--- config.mk ---
export PLATFORM = sky130hd
export DESIGN_NAME = axi4_mem_master
export DESIGN_NICKNAME = d
export VERILOG_FILES = /design/src/rtl/axi4_mem_master_pkg.sv /design/src/rtl/axi4_mem_master.sv
export SDC_FILE = /design/constraint.sdc
export NUM_CORES = 1
export LEC_CHECK = 0
export ABC_AREA = 0
export CAP_MARGIN = 10
export CELL_PAD_IN_SITES_DETAIL_PLACEMENT = 0
export CELL_PAD_IN_SITES_GLOBAL_PLACEMENT = 1
export CORE_ASPECT_RATIO = 1.5
export CORE_MARGIN = 1
export CORE_UTILIZATION = 25
export DETAILED_ROUTE_END_ITERATION = 10
export PLACE_DENSITY_LB_ADDON = 0.1
export SYNTH_ARGS = -nofsm -noshare
export SYNTH_HDL_FRONTEND = slang
export SYNTH_SLANG_ARGS = --single-unit
--- constraint.sdc ---
create_clock -name clk -period 4.1 [get_ports clk]
set_input_delay 0.41 -clock clk [delete_from_list [all_inputs] [get_ports clk]]
set_output_delay 0.41 -clock clk [all_outputs]
set_load 0.05 [all_outputs]
--- src/rtl/axi4_mem_master_pkg.sv ---
// AXI4 channel encodings shared by AXI masters, and the AxSIZE helper derived from a data width.
package axi4_mem_master_pkg;

    typedef enum logic [1:0] {
        AXI_BURST_FIXED = 2'b00,
        AXI_BURST_INCR  = 2'b01,
        AXI_BURST_WRAP  = 2'b10
    } axi4_burst_t;

    typedef enum logic {
        AXI_LOCK_NORMAL    = 1'b0,
        AXI_LOCK_EXCLUSIVE = 1'b1
    } axi4_lock_t;

    typedef logic [3:0] axi4_cache_t;
    typedef logic [2:0] axi4_prot_t;

    typedef enum logic [1:0] {
        AXI_RESP_OKAY   = 2'b00,
        AXI_RESP_EXOKAY = 2'b01,
        AXI_RESP_SLVERR = 2'b10,
        AXI_RESP_DECERR = 2'b11
    } axi4_resp_t;

    // AxSIZE is log2 of the bytes per beat; only power-of-two widths from 8 to 1024 bits are legal.
    function automatic logic [2:0] axi4_size_from_width(input int unsigned data_width);
        logic [2:0] size;
        size = 3'd0;
        for (int i = 0; i < 8; i++) begin
            if ((32'd8 << i) == data_width) size = 3'(i);
        end
        return size;
    endfunction

endpackage

--- src/rtl/axi4_mem_master.sv ---
// Bridges a simple valid/ready memory request port onto single-beat AXI4, one transaction at a time.
// Optional sticky bus-error reporting is enabled with `define AXI4_MEM_MASTER_ERROR_EN.
module axi4_mem_master
    import axi4_mem_master_pkg::*;
#(
    parameter int ADDR_WIDTH = 32,
    parameter int DATA_WIDTH = 32,
    parameter int ID_WIDTH   = 1
) (
    input  logic                    clk,
    input  logic                    rst,

    input  logic                    mem_request_valid,
    output logic                    mem_request_ready,
    input  logic                    mem_request_read_enable,
    input  logic [DATA_WIDTH/8-1:0] mem_request_write_enable,
    input  logic [ADDR_WIDTH-1:0]   mem_request_addr,
    input  logic [DATA_WIDTH-1:0]   mem_request_data,
    input  logic [ID_WIDTH-1:0]     mem_request_id,

    output logic                    mem_response_valid,
    input  logic                    mem_response_ready,
    output logic                    mem_response_read_enable,
    output logic [DATA_WIDTH/8-1:0] mem_response_write_enable,
    output logic [ADDR_WIDTH-1:0]   mem_response_addr,
    output logic [DATA_WIDTH-1:0]   mem_response_data,
    output logic [ID_WIDTH-1:0]     mem_response_id,

    output logic                    axi_ar_valid,
    input  logic                    axi_ar_ready,
    output logic [ADDR_WIDTH-1:0]   axi_ar_addr,
    output logic [ID_WIDTH-1:0]     axi_ar_id,
    output logic [7:0]              axi_ar_len,
    output logic [2:0]              axi_ar_size,
    output logic [1:0]              axi_ar_burst,
    output logic                    axi_ar_lock,
    output logic [3:0]              axi_ar_cache,
    output logic [2:0]              axi_ar_prot,
    output logic [3:0]              axi_ar_qos,
    output logic [3:0]              axi_ar_region,
    output logic [0:0]              axi_ar_user,

    output logic                    axi_aw_valid,
    input  logic                    axi_aw_ready,
    output logic [ADDR_WIDTH-1:0]   axi_aw_addr,
    output logic [ID_WIDTH-1:0]     axi_aw_id,
    output logic [7:0]              axi_aw_len,
    output logic [2:0]              axi_aw_size,
    output logic [1:0]              axi_aw_burst,
    output logic                    axi_aw_lock,
    output logic [3:0]              axi_aw_cache,
    output logic [2:0]              axi_aw_prot,
    output logic [3:0]              axi_aw_qos,
    output logic [3:0]              axi_aw_region,
    output logic [0:0]              axi_aw_user,

    output logic                    axi_w_valid,
    input  logic                    axi_w_ready,
    output logic [DATA_WIDTH-1:0]   axi_w_data,
    output logic [DATA_WIDTH/8-1:0] axi_w_strb,
    output logic                    axi_w_last,

    input  logic                    axi_r_valid,
    output logic                    axi_r_ready,
    input  logic [DATA_WIDTH-1:0]   axi_r_data,
    input  logic [ID_WIDTH-1:0]     axi_r_id,
    input  logic [1:0]              axi_r_resp,
    input  logic                    axi_r_last,

    input  logic                    axi_b_valid,
    output logic                    axi_b_ready,
    input  logic [ID_WIDTH-1:0]     axi_b_id,
    input  logic [1:0]              axi_b_resp,

    output logic                    error
);

    localparam int         STRB_W = DATA_WIDTH / 8;
    localparam logic [2:0] AXSIZE = axi4_size_from_width(DATA_WIDTH);

    typedef enum logic [2:0] {
        IDLE,
        READ_ADDR,
        READ_DATA,
        WRITE,
        WRITE_RESP,
        RESPOND
    } state_t;

    state_t                  state_q, state_d;
    logic [ADDR_WIDTH-1:0]   addr_q, addr_d;
    logic [DATA_WIDTH-1:0]   data_q, data_d;
    logic [STRB_W-1:0]       we_q, we_d;
    logic [ID_WIDTH-1:0]     id_q, id_d;
    logic                    aw_done_q, aw_done_d;
    logic                    w_done_q, w_done_d;
    logic [DATA_WIDTH-1:0]   resp_data_q, resp_data_d;
    logic                    resp_re_q, resp_re_d;
    logic [STRB_W-1:0]       resp_we_q, resp_we_d;
    logic                    req_hs;

    assign req_hs = mem_request_valid && mem_request_ready;

    always_ff @(posedge clk or negedge rst) begin
        if (!rst) state_q <= IDLE;
        else      state_q <= state_d;
    end

    always_comb begin
        state_d = state_q;
        case (state_q)
            IDLE: begin
                if (req_hs) begin
                    if (|mem_request_write_enable)    state_d = WRITE;
                    else if (mem_request_read_enable) state_d = READ_ADDR;
                end
            end
            READ_ADDR:  if (axi_ar_ready)       state_d = READ_DATA;
            READ_DATA:  if (axi_r_valid)        state_d = RESPOND;
            WRITE:      if (aw_done_d && w_done_d) state_d = WRITE_RESP;
            WRITE_RESP: if (axi_b_valid)        state_d = RESPOND;
            RESPOND:    if (mem_response_ready) state_d = IDLE;
            default:    state_d = IDLE;
        endcase
    end

    // AW and W complete independently; the done flags remember which half already handshook.
    always_comb begin
        addr_d      = addr_q;
        data_d      = data_q;
        we_d        = we_q;
        id_d        = id_q;
        aw_done_d   = aw_done_q;
        w_done_d    = w_done_q;
        resp_data_d = resp_data_q;
        resp_re_d   = resp_re_q;
        resp_we_d   = resp_we_q;
        case (state_q)
            IDLE: begin
                if (req_hs) begin
                    addr_d    = mem_request_addr;
                    data_d    = mem_request_data;
                    we_d      = mem_request_write_enable;
                    id_d      = mem_request_id;
                    aw_done_d = 1'b0;
                    w_done_d  = 1'b0;
                end
            end
            READ_DATA: begin
                if (axi_r_valid) begin
                    resp_data_d = axi_r_data;
                    resp_re_d   = 1'b1;
                    resp_we_d   = '0;
                end
            end
            WRITE: begin
                aw_done_d = aw_done_q || axi_aw_ready;
                w_done_d  = w_done_q || axi_w_ready;
            end
            WRITE_RESP: begin
                if (axi_b_valid) begin
                    resp_data_d = '0;
                    resp_re_d   = 1'b0;
                    resp_we_d   = we_q;
                end
            end
            default: ;
        endcase
    end

    always_ff @(posedge clk or negedge rst) begin
        if (!rst) begin
            addr_q      <= '0;
            data_q      <= '0;
            we_q        <= '0;
            id_q        <= '0;
            aw_done_q   <= 1'b0;
            w_done_q    <= 1'b0;
            resp_data_q <= '0;
            resp_re_q   <= 1'b0;
            resp_we_q   <= '0;
        end else begin
            addr_q      <= addr_d;
            data_q      <= data_d;
            we_q        <= we_d;
            id_q        <= id_d;
            aw_done_q   <= aw_done_d;
            w_done_q    <= w_done_d;
            resp_data_q <= resp_data_d;
            resp_re_q   <= resp_re_d;
            resp_we_q   <= resp_we_d;
        end
    end

    // Request ready is gated by rst so nothing is accepted while reset is held.
    always_comb begin
        mem_request_ready  = rst && (state_q == IDLE);
        axi_ar_valid       = (state_q == READ_ADDR);
        axi_aw_valid       = (state_q == WRITE) && !aw_done_q;
        axi_w_valid        = (state_q == WRITE) && !w_done_q;
        axi_r_ready        = (state_q == READ_DATA);
        axi_b_ready        = (state_q == WRITE_RESP);
        mem_response_valid = (state_q == RESPOND);
    end

    assign mem_response_read_enable  = resp_re_q;
    assign mem_response_write_enable = resp_we_q;
    assign mem_response_addr         = addr_q;
    assign mem_response_data         = resp_data_q;
    assign mem_response_id           = id_q;

    assign axi_ar_addr   = addr_q;
    assign axi_ar_id     = id_q;
    assign axi_ar_len    = 8'd0;
    assign axi_ar_size   = AXSIZE;
    assign axi_ar_burst  = AXI_BURST_INCR;
    assign axi_ar_lock   = AXI_LOCK_NORMAL;
    assign axi_ar_cache  = '0;
    assign axi_ar_prot   = '0;
    assign axi_ar_qos    = '0;
    assign axi_ar_region = '0;
    assign axi_ar_user   = '0;

    assign axi_aw_addr   = addr_q;
    assign axi_aw_id     = id_q;
    assign axi_aw_len    = 8'd0;
    assign axi_aw_size   = AXSIZE;
    assign axi_aw_burst  = AXI_BURST_INCR;
    assign axi_aw_lock   = AXI_LOCK_NORMAL;
    assign axi_aw_cache  = '0;
    assign axi_aw_prot   = '0;
    assign axi_aw_qos    = '0;
    assign axi_aw_region = '0;
    assign axi_aw_user   = '0;

    assign axi_w_data    = data_q;
    assign axi_w_strb    = we_q;
    assign axi_w_last    = 1'b1;

`ifdef AXI4_MEM_MASTER_ERROR_EN
    logic error_q, error_d;
    logic unused_ids;

    assign unused_ids = ^{axi_r_id, axi_b_id};

    always_comb begin
        error_d = error_q;
        if ((state_q == READ_DATA) && axi_r_valid &&
            ((axi_r_resp != AXI_RESP_OKAY) || !axi_r_last)) error_d = 1'b1;
        if ((state_q == WRITE_RESP) && axi_b_valid &&
            (axi_b_resp != AXI_RESP_OKAY)) error_d = 1'b1;
    end

    always_ff @(posedge clk or negedge rst) begin
        if (!rst) error_q <= 1'b0;
        else      error_q <= error_d;
    end

    assign error = error_q;
`else
    logic unused_status;

    assign unused_status = ^{axi_r_id, axi_b_id, axi_r_resp, axi_r_last, axi_b_resp};
    assign error = 1'b0;
`endif

endmodule

Yosys cells after proc, flatten, opt, wreduce, memory -nomap -nowiden. Index checks and enable logic that the tools add are counted. W data, S select, Z words.

Reductions and logical operators: 15. Eq/ne operators: 12. Mux-type cells: 22.

Operators with widths (count): $mux W32 (2); $pmux W32 S2 (1); $mux W3 (8); $pmux W3 S6 (1); $mux W4 (2); $ne A2 B2 Y1 const B (4); $pmux W4 S2 (1); $reduce_and A7 Y1 (1); $eq A3 B2 Y1 const B (2); $eq A3 B3 Y1 const B (2); $pmux W1 S2 (3); $logic_and A1 B1 Y1 (5); $mux W1 (4); $ne A2 B1 Y1 const B (2); $reduce_or A4 Y1 (1); $eq A3 B1 Y1 const B (1); $logic_not A3 Y1 (1); $ne A3 B3 Y1 const B (1); $reduce_and A3 Y1 (1); $logic_not A1 Y1 (2); $logic_or A1 B1 Y1 (2); $reduce_and A2 Y1 (1); $reduce_bool A2 Y1 (1).

Output and inout port bits: 241. Input port bits: 118. Word-level logic and storage cells: 59. Bits in registers: 111.

Depth between registers and ports, before layout. Gate-level depths: netlist of run 1.

Word-level depth: 8. Mapped depth: 7.

Worst setup path after synthesis of run 1. No wires, ideal clock.

Kind: register to register. Start: reg state_q[0]. End: reg we_q[0] (netlist: axi_w_strb[0]). Setup time: 125 ps. Stages on the path, launching flop included: 5. Data required time: 3975 ps. Setup slack: 2122 ps. Path buffers: 1. Data arrival time: 1853 ps. Clock period less this slack: 1978 ps. Cells stage by stage: dfrtp_1 > nor4b_4 > and2_1 > buf_4 > mux2_2.

Cells in the longest elaborated chain, start to end: 4.

Ends and longest elaborated chain: start, declared (line axi4_mem_master.sv:90) `state_t state_q, state_d;`; start signal, assigned (line axi4_mem_master.sv:106) `else state_q <= state_d;`; $logic_not A3 Y1 (line axi4_mem_master.sv:197) `mem_request_ready = rst && (state_q == IDLE);`; $logic_and A1 B1 Y1 (line axi4_mem_master.sv:197); via mem_request_ready (line axi4_mem_master.sv:14) `output logic mem_request_ready,`; $logic_and A1 B1 Y1 (line axi4_mem_master.sv:102) `assign req_hs = mem_request_valid && mem_request_ready;`; $reduce_and A2 Y1 (no line); end signal, assigned (line axi4_mem_master.sv:185) `we_q <= we_d;`; end, declared (line axi4_mem_master.sv:93) `logic [STRB_W-1:0] we_q, we_d;`.

The timed path passes the listed nets, and every way through them passes these cells. A chain may end at the register's enable or synchronous reset.

Worst setup path in the final report of run 1.
Start: reg state_q[2]. End: out axi_b_ready.

Cells in the longest elaborated chain, start to end: 1.

Ends and longest elaborated chain: $eq A3 B3 Y1 (line axi4_mem_master.sv:202) `axi_b_ready = (state_q == WRITE_RESP);`; end, declared (line axi4_mem_master.sv:71) `output logic axi_b_ready,`.

No other way between the ends.

==> results.sh, run 1 <==
export IMPL_cp_end_kind="primary output"
export IMPL_antennaDiodeCount=0
export IMPL_drcViolationCount=0
export IMPL_max_freq_ghz=0.328
export IMPL_critical_path_required_ns=3.69
export IMPL_port_buffer_count=289
export IMPL_grt_max_degree=75
export IMPL_maxCapViolations=0
export IMPL_worst_slew_pin_slew_ns=1.11
export IMPL_post_route_period_util=0.744
export IMPL_holdCritPathClass="register to register"
export IMPL_min_period_ns=3.05
export IMPL_synth_seq_area_share=0.507
export IMPL_slew_viol_final=0
export IMPL_cp_max_fo=33
export IMPL_drt_antenna_violating_nets=0
export IMPL_nets=950
export IMPL_die_area_um2=22500
export IMPL_area_delta_synth_final_pct=47.8
export IMPL_yosysTopAreaCellShare=0.507
export IMPL_start_kind="register"
export IMPL_synth_largest_area_cell="dfrtp_1"
export IMPL_clock_path_buffers=2
export IMPL_reg2regPathDepth=5
export IMPL_ys_ff_latch=111
export IMPL_status="finished, final reports clean"
export IMPL_grt_pass1_wl_um=23800
export IMPL_place_congestion=0.712
export IMPL_hold_viol_final=0
export IMPL_yosysWarnings=0
export IMPL_muxShareOfSynthArea=0.0121
export IMPL_die_h_um=183
export IMPL_layout_commonest_cell="clkdlybuf4s50_1"
export IMPL_drtIter0Drc=134
export IMPL_grt_use_total=0.138
export IMPL_fp_dieW_um=123
export IMPL_synth_ff_type="dfrtp_1"
export IMPL_synth_simple_area_share=0.213
export IMPL_core_area_um2=21600
export IMPL_hpwl_um=11500
export IMPL_drtPass1Iterations=4
export IMPL_grt_ovfl_total=0
export IMPL_worstPathArrival_ns=2.64
export IMPL_final_cell_mix="clkdlybuf4s50_1 (288), nand2_1 (274), dfrtp_1 (111)"
export IMPL_synth_area_leaders="dfrtp_1 (51%), nand2_1 (19%), buf_4 (18%)"
export IMPL_num_vias=4416
export IMPL_synth_top_family_by_area="buffers and inverters"
export IMPL_holdPathEnd="axi_w_data[16]$_DFFE_PN0P_"
export IMPL_finClkSkew_ns=0.00847
export IMPL_ys_types=34
export IMPL_synth_area_per_cell_um2=8.79
export IMPL_critPathKind="register to primary output"
export IMPL_synth_compound_area_share=0.0496
export IMPL_synth_cells=623
export IMPL_wl_per_cell_um=13.9
export IMPL_insertion_delay_ns=0.36
export IMPL_max_slew_margin=0.262
export IMPL_wirelength_um=15500
export IMPL_cts_hold_buf=1
export IMPL_rr_endpoint="axi_w_data[1]$_DFFE_PN0P_"
export IMPL_synthAdderAreaFrac=0
export IMPL_start_util=0.254
export IMPL_rsz0062_at_grt="false"
export IMPL_r2r_start="state_q[0]$_DFFE_PN0P_"
export IMPL_cts_max_level=3
export IMPL_fin_cells=1109
export IMPL_post_cts_buffers=0
export IMPL_ys_async_sr_fraction=1.00
export IMPL_hp_start="axi_w_data[16]$_DFFE_PN0P_"
export IMPL_syn_area_um2=5480
export IMPL_rows=66
export IMPL_cts_root_buf="clkbuf_16"
export IMPL_setup_viol=0
export IMPL_dp_cells=1092
export IMPL_drive_gt1_frac=0.0394
export IMPL_io_pins=359
export IMPL_cts_buffers=9
export IMPL_synth_edf_count=0
export IMPL_whs_path_depth=2
export IMPL_fill_cells=2152
export IMPL_viasPerCell=3.98
export IMPL_tns_ns=0
export IMPL_grt_pass1_vias=4300
export IMPL_synth_xor_xnor_area_share=0
export IMPL_clock_sinks=111
export IMPL_cts_tree="yes"
export IMPL_ctsResizeCount=0
export IMPL_antenna_found_initial=0
export IMPL_clkSlewWorstSetupHoldPaths_ns=0.07
export IMPL_reg2reg_setup_slack_ns=1.84
-- through the flow --
step / cell area (um2) / setup WS (ns) / utilization / hold slack, ns
finish: 8100 / 1.05 / 0.376 / 0.474
global route: 8100 / 0.899 / 0.376 / 0.503
CTS: 8100 / 0.997 / 0.376 / 0.480
detailed placement: 7810 / 1.40 / 0.362 / 0.363
global placement: 7810 / 1.42 / 0.362 / 0.360
floorplan: 5700 / 2.12 / - / 0.114
-- worst max-delay path by stage --
stage	to	depth (start not counted)	start	slack, ns
finish	axi_b_ready	5	state_q[2]$_DFFE_PN0P_	1.05
CTS	axi_b_ready	5	state_q[2]$_DFFE_PN0P_	1.0
floorplan	axi_w_strb[0]$_DFFE_PN0P_	4	state_q[0]$_DFFE_PN0P_	2.12
global placement	axi_b_ready	5	state_q[2]$_DFFE_PN0P_	1.42
detailed placement	axi_b_ready	5	state_q[2]$_DFFE_PN0P_	1.40
global route	axi_b_ready	5	state_q[2]$_DFFE_PN0P_	0.90
-- Yosys cell counts, types with 2 or more instances --
| master | n |
|---|---|
| buf_2 | 11 |
| a21o_1 | 2 |
| clkbuf_1 | 8 |
| nand2_1 | 275 |
| mux2_2 | 5 |
| a31oi_1 | 3 |
| dfrtp_1 | 111 |
| o21ai_1 | 5 |
| buf_6 | 4 |
| conb_1 | 2 |
| o21ai_0 | 33 |
| nand3b_1 | 2 |
| buf_4 | 131 |
| nor2_1 | 8 |
| buf_8 | 3 |
| or4b_1 | 2 |
-- cell type report --
cell class,instances,area (um2),area share
clock buffer,9,225,0.0278
tap,272,340,0.0420
inverter,2,12.5,0.00155
timing repair buffer,296,2950,0.364
clock inverter,7,53.8,0.00665
sequential,111,2780,0.343
multi-input combinational,412,1740,0.215
-- state kept, by name, indices dropped and copies added, names as in the netlist, 3 cells and up --
register,cells
mem_response_write_enable,4
axi_ar_addr,32
mem_response_data,32
axi_w_data,32
axi_w_strb,4
state_q,3
-- logic make-up (layout without fill, tap and decap cells) --
kind of cell | after synthesis | in the layout
DFF | 111 | 111
buffers and inverters | 160 | 314
muxes | 6 | 6
other | 2 | 62
AOI/OAI and AO/OA | 49 | 49
and+or+nand+nor | 295 | 295
-- layer usage --
layer | vias to the layer above | share of wire | track usage | routed length [um]
met5 | - | 0 | 0 | 0
met4 | 0 | 0.011 | 0.0395 | 173
met3 | 15 | 0.11 | 0.0563 | 1750
met2 | 213 | 0.50 | 0.239 | 7800
met1 | 2035 | 0.37 | 0.153 | 5750
li1 | 2153 | - | - | -
-- worst max-delay path, stage by stage, from the launching register on --
cell	delay, ns
dfrtp_1	0.61
inv_1	0.15
or3_1	0.32
buf_4	0.25
clkinv_4	0.11
clkdlybuf4s50_1	0.82
Power of run 1 is not shown: default switching activity piles up to over one toggle a cycle in this logic, so the estimate is an artifact.
==> run 2: changes to the inputs <==
--- a/config.mk
+++ b/config.mk
@@ -11,7 +11,7 @@
 export CELL_PAD_IN_SITES_GLOBAL_PLACEMENT = 1
 export CORE_ASPECT_RATIO = 1.5
 export CORE_MARGIN = 1
-export CORE_UTILIZATION = 25
+export CORE_UTILIZATION = 23
 export DETAILED_ROUTE_END_ITERATION = 10
 export PLACE_DENSITY_LB_ADDON = 0.1
 export SYNTH_ARGS = -nofsm -noshare
==> constraint.sdc (replaced) <==
create_clock -name clk -period 2.7 [get_ports clk]
set_input_delay 0.27 -clock clk [delete_from_list [all_inputs] [get_ports clk]]
set_output_delay 0.27 -clock clk [all_outputs]
set_load 0.05 [all_outputs]
==> results.sh, run 2 (synthesis results as in run 1) <==
export IMPL_status="finished, final reports clean"
export IMPL_insertion_delay_ns=0.36
export IMPL_max_stage_delay_ns=0.81
export IMPL_hpwl_um=12000
export IMPL_area_delta_synth_final_pct=50.0
export IMPL_antenna_found_initial=0
export IMPL_crit_slowest_cell="clkdlybuf4s50_1"
export IMPL_finalCoreUtilization=0.354
export IMPL_clkSlewWorstSetupHoldPaths_ns=0.07
export IMPL_critPathTopFamily="buffers and inverters"
export IMPL_cp_max_fo=13
export IMPL_start_kind="register"
export IMPL_wl_met2_um=8250
export IMPL_max_slew_margin=0.456
export IMPL_cp_num_buf_inv=1
export IMPL_cts_max_level=3
export IMPL_start_util=0.236
export IMPL_drtPass1Iterations=4
export IMPL_drt_met1_wl_um=6240
export IMPL_maxCapViolations=0
export IMPL_worstPathArrival_ns=2.21
export IMPL_setup_viol=0
export IMPL_rows=68
export IMPL_place_congestion=0.725
export IMPL_num_vias=4403
export IMPL_cts_tree="yes"
export IMPL_grt_ovfl_total=0
export IMPL_drt_antenna_violating_nets=0
export IMPL_die_area_um2=24500
export IMPL_final_cell_mix="clkdlybuf4s50_1 (286), nand2_1 (274), dfrtp_1 (111)"
export IMPL_ctsResizeCount=0
export IMPL_drive_gt1_frac=0.0395
export IMPL_clock_path_buffers=2
export IMPL_worst_slew_pin_slew_ns=0.816
export IMPL_holdCritPathClass="input pin to async pin"
export IMPL_cts_buffers=9
export IMPL_cts_root_buf="clkbuf_16"
export IMPL_grt_pass1_vias=4374
export IMPL_drcViolationCount=0
export IMPL_wl_per_cell_um=14.3
export IMPL_core_area_um2=23200
export IMPL_port_buffer_count=289
export IMPL_grt_pass1_wl_um=24900
export IMPL_io_pins=359
export IMPL_r2r_start="state_q[0]$_DFFE_PN0P_"
export IMPL_path_cells="nor2b_1 > nand2_1 > nor2_1 > clkdlybuf4s50_1"
export IMPL_slew_viol_final=0
export IMPL_finClkSkew_ns=0.00693
export IMPL_cts_hold_buf=0
export IMPL_max_freq_ghz=0.403
export IMPL_post_cts_buffers=0
export IMPL_grt_max_degree=75
export IMPL_highest_layer="met4"
export IMPL_antennaDiodeCount=0
export IMPL_startpoint="state_q[1]$_DFFE_PN0P_"
export IMPL_nets=949
export IMPL_wirelength_um=16400
export IMPL_dr_wl_met3_um=1620
export IMPL_tns_ns=0
export IMPL_cp_end_kind="primary output"
export IMPL_grt_use_total=0.134
export IMPL_drtIter0Drc=132
export IMPL_layout_commonest_cell="clkdlybuf4s50_1"
export IMPL_critical_path_required_ns=2.43
export IMPL_clock_sinks=111
export IMPL_post_route_period_util=0.918
export IMPL_min_period_ns=2.48
export IMPL_rsz0062_at_grt="false"
export IMPL_critPathKind="register to primary output"
export IMPL_die_h_um=191
export IMPL_hold_viol_final=0
export IMPL_viasPerCell=3.83
export IMPL_fp_dieW_um=128
==> run 2: per-stage QoR <==
step	instances	hold slack (ns)	setup slack (ns)	instance area (um2)
after floorplan	683	-0.0256	0.722	5700
after global placement	1135	0.459	0.563	7890
after detailed placement	1135	0.463	0.566	7890
after CTS	1151	0.101	0.163	8220
after global routing	1151	0.125	0.0102	8220
final	1151	0.0749	0.221	8220
==> run 2: layer usage <==
layer / vias to the layer above / track usage
li1: 2157 / -
met1: 2013 / 0.147
met2: 213 / 0.231
met3: 20 / 0.0554
met4: 0 / 0.0502
met5: - / 0
==> run 2: layout make-up <==
class,instances,area (um2)
Sequential cell,111,2780
Clock inverter,3,65.1
Clock buffer,13,260
Tap cell,315,394
Fill cell,2432,15000
Inverter,2,12.5
Timing Repair Buffer,295,2970
Multi-Input combinational cell,412,1740
==> run 2: worst reg2reg max path, stage by stage (launching register included) <==
cell and delay, ns:
dfrtp_1 0.57, nor4b_4 0.45, and2_2 0.35, buf_12 0.30, nand2_1 0.16, nand2_1 0.07
==> run 2: path summary, 6_finish.rpt <==
| kind | end | slack [ns] | depth (start not counted) |
|---|---|---|---|
| setup / recovery | axi_w_valid | 0.22 | 4 |
| hold / removal | mem_response_data[11]$_DFFE_PN0P_ | 0.07 | 2 |
| setup reg to reg | axi_w_data[1]$_DFFE_PN0P_ | 0.74 | 5 |
| hold reg to reg | axi_w_data[0]$_DFFE_PN0P_ | 0.48 | 2 |
| max in group asynchronous | mem_response_data[19]$_DFFE_PN0P_ | 1.35 | 3 |
| min in group clk | axi_ar_addr[5]$_DFFE_PN0P_ | 0.44 | 3 |
Power of run 2 is left out for the same reason.
==> run 3: changes to the inputs <==
--- a/config.mk
+++ b/config.mk
@@ -6,7 +6,7 @@
 export NUM_CORES = 1
 export LEC_CHECK = 0
 export ABC_AREA = 0
-export CAP_MARGIN = 10
+export CAP_MARGIN = 5
 export CELL_PAD_IN_SITES_DETAIL_PLACEMENT = 0
 export CELL_PAD_IN_SITES_GLOBAL_PLACEMENT = 1
 export CORE_ASPECT_RATIO = 1.5
==> results of run 3 <==
Final layout, timing and power as in run 2 (identical DEF).
Power of run 3 is left out for the same reason.
